### src/rtl/risc_z_pkg.sv
// Shared RISC-Z front-end definitions: opcode groups, SignOp codes and the
// IF/ID slot record used by the instruction skid buffer.
package risc_z_pkg;

  localparam int INSTR_W   = 16;
  localparam int SLOT_PC_W = 16;

  localparam logic [3:0] OP_RTYPE_LO = 4'h0;
  localparam logic [3:0] OP_RTYPE_HI = 4'h3;
  localparam logic [3:0] OP_ALUI_LO  = 4'h4;
  localparam logic [3:0] OP_ALUI_HI  = 4'h7;
  localparam logic [3:0] OP_LDST_LO  = 4'h8;
  localparam logic [3:0] OP_LDST_HI  = 4'hB;
  localparam logic [3:0] OP_LDI_LO   = 4'hC;
  localparam logic [3:0] OP_LDI_HI   = 4'hD;
  localparam logic [3:0] OP_BR_LO    = 4'hE;
  localparam logic [3:0] OP_BR_HI    = 4'hF;

  typedef enum logic [1:0] {
    SEXT_10 = 2'b00,
    SEXT_4  = 2'b01,
    SEXT_6  = 2'b10,
    SEXT_8  = 2'b11
  } sign_op_e;

  typedef enum logic [1:0] {
    EMPTY = 2'd0,
    ONE   = 2'd1,
    FULL  = 2'd2
  } fill_e;

  typedef struct packed {
    logic [INSTR_W-1:0]   instr;
    logic [SLOT_PC_W-1:0] pc;
    sign_op_e             sign_op;
    logic                 imm_en;
  } slot_t;

endpackage

### src/rtl/if_id_buffer_chk.sv
// Checker for the IF/ID skid buffer occupancy; never exceeds two entries.
module if_id_buffer_chk (
  input logic       clk,
  input logic       reset_n,
  input logic [1:0] count
);

  ap_count_max: assert property (@(posedge clk) disable iff (!reset_n) count <= 2'd2);

endmodule

### src/rtl/imm_predecode.sv
// Opcode pre-decode: maps the opcode nibble to the sign_ext SignOp code and
// immediate enable. Purely combinational; also reused by decode for checking.
module imm_predecode
  import risc_z_pkg::*;
(
  input  logic [3:0] op,
  output sign_op_e   sign_op,
  output logic       imm_en
);

  // Opcode group lookup
  always_comb begin
    sign_op = SEXT_10;
    imm_en  = 1'b0;
    case (op) inside
      [OP_RTYPE_LO:OP_RTYPE_HI]: begin sign_op = SEXT_10; imm_en = 1'b0; end
      [OP_ALUI_LO:OP_ALUI_HI]:   begin sign_op = SEXT_4;  imm_en = 1'b1; end
      [OP_LDST_LO:OP_LDST_HI]:   begin sign_op = SEXT_6;  imm_en = 1'b1; end
      [OP_LDI_LO:OP_LDI_HI]:     begin sign_op = SEXT_8;  imm_en = 1'b1; end
      [OP_BR_LO:OP_BR_HI]:       begin sign_op = SEXT_10; imm_en = 1'b1; end
      default:                   begin sign_op = SEXT_10; imm_en = 1'b0; end
    endcase
  end

endmodule

### src/rtl/if_id_buffer.sv
// Two-entry IF/ID instruction skid buffer. Entries are pre-decoded on write so
// every d_* output is a slot register selected by rd_ptr.
module if_id_buffer
  import risc_z_pkg::*;
#(
  parameter int PC_W = 16
) (
  input  logic            clk,
  input  logic            reset_n,
  input  logic            flush,
  input  logic            f_valid,
  output logic            f_ready,
  input  logic [15:0]     f_instr,
  input  logic [PC_W-1:0] f_pc,
  output logic            d_valid,
  input  logic            d_ready,
  output logic [15:0]     d_instr,
  output logic [PC_W-1:0] d_pc,
  output logic [1:0]      d_sign_op,
  output logic            d_imm_en,
  output logic [9:0]      d_in0,
  output logic [3:0]      d_in1,
  output logic [5:0]      d_in2,
  output logic [7:0]      d_in3
);

  fill_e    state_r;
  fill_e    state_s;
  logic     rd_ptr_r;
  logic     wr_ptr_r;
  slot_t    slot_r [2];
  slot_t    wr_slot_s;
  slot_t    head_s;
  sign_op_e pd_sign_op_s;
  logic     pd_imm_en_s;
  logic     push_s;
  logic     pop_s;

  imm_predecode u_predecode (
    .op      (f_instr[15:12]),
    .sign_op (pd_sign_op_s),
    .imm_en  (pd_imm_en_s)
  );

  // Handshakes depend only on registered occupancy, so no ready/valid loops
  assign f_ready = (state_r != FULL);
  assign d_valid = (state_r != EMPTY);
  assign push_s  = f_valid & f_ready & ~flush;
  assign pop_s   = d_valid & d_ready & ~flush;

  assign wr_slot_s = '{instr: f_instr, pc: SLOT_PC_W'(f_pc),
                       sign_op: pd_sign_op_s, imm_en: pd_imm_en_s};

  // Occupancy next-state
  always_comb begin
    state_s = state_r;
    if (flush) begin
      state_s = EMPTY;
    end else begin
      case (state_r)
        EMPTY:   if (push_s) state_s = ONE; else state_s = EMPTY;
        ONE:     if (push_s && !pop_s) state_s = FULL;
                 else if (pop_s && !push_s) state_s = EMPTY;
                 else state_s = ONE;
        FULL:    if (pop_s) state_s = ONE; else state_s = FULL;
        default: state_s = EMPTY;
      endcase
    end
  end

  // Occupancy register
  always_ff @(posedge clk or negedge reset_n) begin
    if (!reset_n) state_r <= EMPTY;
    else          state_r <= state_s;
  end

  // Read/write pointers; flush rewinds both
  always_ff @(posedge clk or negedge reset_n) begin
    if (!reset_n) begin
      rd_ptr_r <= 1'b0;
      wr_ptr_r <= 1'b0;
    end else if (flush) begin
      rd_ptr_r <= 1'b0;
      wr_ptr_r <= 1'b0;
    end else begin
      if (push_s) wr_ptr_r <= ~wr_ptr_r;
      else        wr_ptr_r <= wr_ptr_r;
      if (pop_s)  rd_ptr_r <= ~rd_ptr_r;
      else        rd_ptr_r <= rd_ptr_r;
    end
  end

  // Slot storage; flush leaves contents in place
  always_ff @(posedge clk or negedge reset_n) begin
    if (!reset_n) begin
      slot_r[0] <= '0;
      slot_r[1] <= '0;
    end else if (push_s) begin
      slot_r[wr_ptr_r] <= wr_slot_s;
    end else begin
      slot_r[0] <= slot_r[0];
      slot_r[1] <= slot_r[1];
    end
  end

  assign head_s    = slot_r[rd_ptr_r];
  assign d_instr   = head_s.instr;
  assign d_pc      = PC_W'(head_s.pc);
  assign d_sign_op = head_s.sign_op;
  assign d_imm_en  = head_s.imm_en;
  assign d_in0     = head_s.instr[9:0];
  assign d_in1     = head_s.instr[3:0];
  assign d_in2     = head_s.instr[5:0];
  assign d_in3     = head_s.instr[7:0];

  if_id_buffer_chk u_chk (
    .clk     (clk),
    .reset_n (reset_n),
    .count   (state_r)
  );

endmodule

### config.mk
export PLATFORM = sky130hd
export DESIGN_NAME = if_id_buffer
export DESIGN_NICKNAME = d
export VERILOG_FILES = /design/src/rtl/risc_z_pkg.sv /design/src/rtl/if_id_buffer_chk.sv /design/src/rtl/imm_predecode.sv /design/src/rtl/if_id_buffer.sv
export SDC_FILE = /design/constraint.sdc
export NUM_CORES = 1
export LEC_CHECK = 0
export CAP_MARGIN = 20
export CORE_UTILIZATION = 48
export DETAILED_ROUTE_END_ITERATION = 7
export PLACE_DENSITY_LB_ADDON = 0.1
export SKIP_LAST_GASP = 1
export SLEW_MARGIN = 15
export SYNTH_ARGS = -nofsm -noshare
export SYNTH_HDL_FRONTEND = slang
export SYNTH_HIERARCHICAL = 1
export SYNTH_SLANG_ARGS = --single-unit
### constraint.sdc
create_clock -name clk -period 2.15 [get_ports clk]
set_input_delay 0.43 -clock clk [delete_from_list [all_inputs] [get_ports clk]]
set_output_delay 0.43 -clock clk [all_outputs]
set_load 0.005 [all_outputs]
==> metrics.md <==
| Metric | Value |
|---|---|
| Status | `complete, but fails checks` |
| Failing checks | `negative setup slack` |
| Drt total wl | `6520 µm` |
| Sw frac | `0.236` |
| Htree depth | `3` |
| I/O Pins | `102` |
| Final Net Count | `363` |
| Layout area overhead | `34.3%` |
| Largest fanout on the critical path | `19` |
| Hold/Removal Path Class | `input pin to async pin` |
| Clock buffer depth | `2` |
| Min Tclk post-route | `2.21 ns` |
| FILL cells | `535` |
| Path type of the worst setup path | `flop to primary output` |
| Mean area per synthesized cell | `14.4 µm²` |
| IO Port Bufs | `101` |
| Fmax | `0.452 GHz` |
| Library cells used by synthesis | `25` |
| # setup viols final | `46` |
| Reg2Reg Setup Slack | `0.47 ns` |
| Post-Route Utilization | `0.682` |
| Initial antenna violation count | `0` |
| Combinational Power Share | `0.303` |
| Root Buffer | `clkbuf_8` |
| Core Region | `6910 µm²` |
| Vias in the first global route | `2246` |
| Crit path arrival time | `1.78 ns` |
| FF+latch count, synth | `74` |
| Final Max Tran Viols | `0` |
| Worst Clk Skew | `0.00559 ns` |
| Synth warn | `6` |
| Pint | `3410 µW` |
| Fin crit share | `1.03` |
| Critical R2R Capture | `slot_r[38]` |
| Gr ovfl total | `0` |
| Residual DRC count | `0` |
| Largest net degree at the start of global routing | `43` |
| Ant diodes | `0` |
| Power Dens Cells | `950 nW/µm²` |
| Tot GR Track Use | `0.183` |
| Die H | `87.4 µm` |
| Worst Hold Slack | `0.0357 ns` |
| Part of the power in registers | `0.418` |
| Cells on worst reg2reg path | `4` |
| Crit. End Element | `primary output` |
| Synth Cell Area | `3500 µm²` |
| First-pass GRT wire length | `10700 µm` |
| DR pass1 iterations | `4` |
| Die Wd | `87.4 µm` |
| Routability congestion estimate from global placement | `0.691` |
| Max_slew headroom | `0.707` |
| # hold bufs at CTS | `0` |
| Die area | `7650 µm²` |
| Worst Setup SP | `rd_ptr_r` |
| Most common cell after layout, fill and taps aside | `mux2_2` |
| Antenna Violating Nets Remaining | `0` |
| Sw power | `1060 µW` |
| Mapped Cells | `244` |
| Commonest non-fill, non-tap cells in the layout | `mux2_2, clkdlybuf4s50_1, dfrtp_1, clkbuf_8, buf_4` |
| Via count | `2135` |
| Sequential share of the synthesized area | `0.528` |
| Worst-path clk slew | `0.07 ns` |
| Vias per std cell | `5.01` |
| Clock Sinks | `74` |
| Lkg Pwr | `0.00195 µW` |
| Fin worst setup slack | `-0.0617 ns` |
| CTS tree | `done` |
| RSZ-0062 raised after global routing | `true` |
| Final instance count without filler cells | `426` |
| Iter 0 DRT Violations | `57` |
| Dpl hpwl | `4430 µm` |
| Syn nets | `282` |
| CP startpoint kind | `flop` |
| Starting Density | `0.507` |
| Placed cell count | `410` |
| Share of cells above drive strength 1 | `0.409` |
| Crit Reg-Reg Startpoint | `state_r[1]` |
| Post-CTS Repair Setup Buffers | `0` |
| Max rail drop VDD | `0.597 mV` |
| Max-cap violations | `0` |
| Clock Latency Late Sink | `0.33 ns` |
| Critical Path RT | `1.72 ns` |
| Total CTS buffers | `9` |
| Clock network fraction of design power | `0.278` |
| Worst-Margin Slew | `0.439 ns` |
| Hold Vio Cnt, Final | `0` |
| # rows | `30` |
| DR WL/cell | `15.3 µm` |
| Place WS | `0.00578 ns` |
[through the flow]
stage	setup TNS [ns]	power, µW	area [µm²]
finish	-1.61	4470	4710
detailed placement	0	3270	4460
global route	-5.43	4710	4710
global placement	0	3230	4460
CTS	-3.30	4520	4700
floorplan	0	2630	3500
[Yosys cell counts (all sizes together)]
library cell / n / share of area
and2b: 1 / 0.0021
a21boi: 2 / 0.0043
nor2: 1 / 0.0011
clkbuf: 4 / 0.0043
a21oi: 3 / 0.0043
nor4: 1 / 0.0061
nand4b: 1 / 0.0068
or3: 1 / 0.0018
nand2b: 1 / 0.0018
inv: 2 / 0.0021
or2: 4 / 0.0071
dfrtp: 74 / 0.53
o21ai: 2 / 0.0029
buf: 35 / 0.075
nor3: 1 / 0.0014
nor2b: 1 / 0.0018
nand2: 2 / 0.0021
mux2: 105 / 0.34
mux2i: 1 / 0.0029
ha: 1 / 0.0036
xor2: 1 / 0.0025
[worst max-delay path by stage]
stage,end,slack (ns),cells past startpoint
floorplan,d_in1[0],0.22,4
global placement,slot_r[45],0.04,5
finish,d_in3[3],-0.06,3
CTS,d_in3[3],-0.09,3
global route,d_in0[1],-0.12,3
detailed placement,slot_r[38],0.006,5
[what timing repair did]
action	in CTS	in global routing
gates resized for setup	1	3
endpoints found under the hold margin	0	0
gates cloned	0	0
endpoints found under the setup margin	63	64
[metal layers]
metal / global-route usage / up-vias / routed length, µm
li1: - / 987 / -
met1: 0.235 / 1085 / 2890
met2: 0.302 / 58 / 3230
met3: 0.0531 / 5 / 337
met4: 0.0537 / 0 / 54
met5: 0 / - / 0
[worst max-delay path, stage by stage (launching register included)]
cell             delay, ns
dfrtp_2               0.42
buf_12                0.18
mux2_2                0.39
clkdlybuf4s50_1       0.46
[kinds of logic (layout without fill, tap and decap cells)]
group / after synthesis / count (layout) / synth area share
AO/OA/AOI/OAI: 7 / 7 / 0.0114
flip-flops: 74 / 74 / 0.528
adder cells (fa/ha/maj): 1 / 1 / 0.00357
buffers and inverters: 41 / 127 / 0.0818
XOR/XNOR: 1 / 1 / 0.00250
multiplexers: 106 / 106 / 0.340
AND/OR/NAND/NOR: 14 / 14 / 0.0321
[sequential cells by signal, summed over array words and instances (netlist names)]
name	flops
wr_ptr_r	1
rd_ptr_r	1
state_r	2
slot_r	70
[power groups by stage]
stage / combinational, µW / clock, µW / sequential (µW)
detailed placement: 1370 / 0 / 1890
global placement: 1350 / 0 / 1880
CTS: 1380 / 1270 / 1870
finish: 1360 / 1240 / 1870
global route: 1470 / 1330 / 1910
floorplan: 794 / 0 / 1840
[cell type report]
cell class / instances / area, µm² / area share
well taps: 96 / 120 / 0.0255
flip-flops and latches: 74 / 1850 / 0.394
multi-input cells: 129 / 1370 / 0.291
clock buffers: 12 / 165 / 0.0351
clock inverters: 4 / 72.6 / 0.0154
inverters: 2 / 7.51 / 0.00159
repair buffers: 109 / 1120 / 0.238
(Power assumes the default switching activity.)
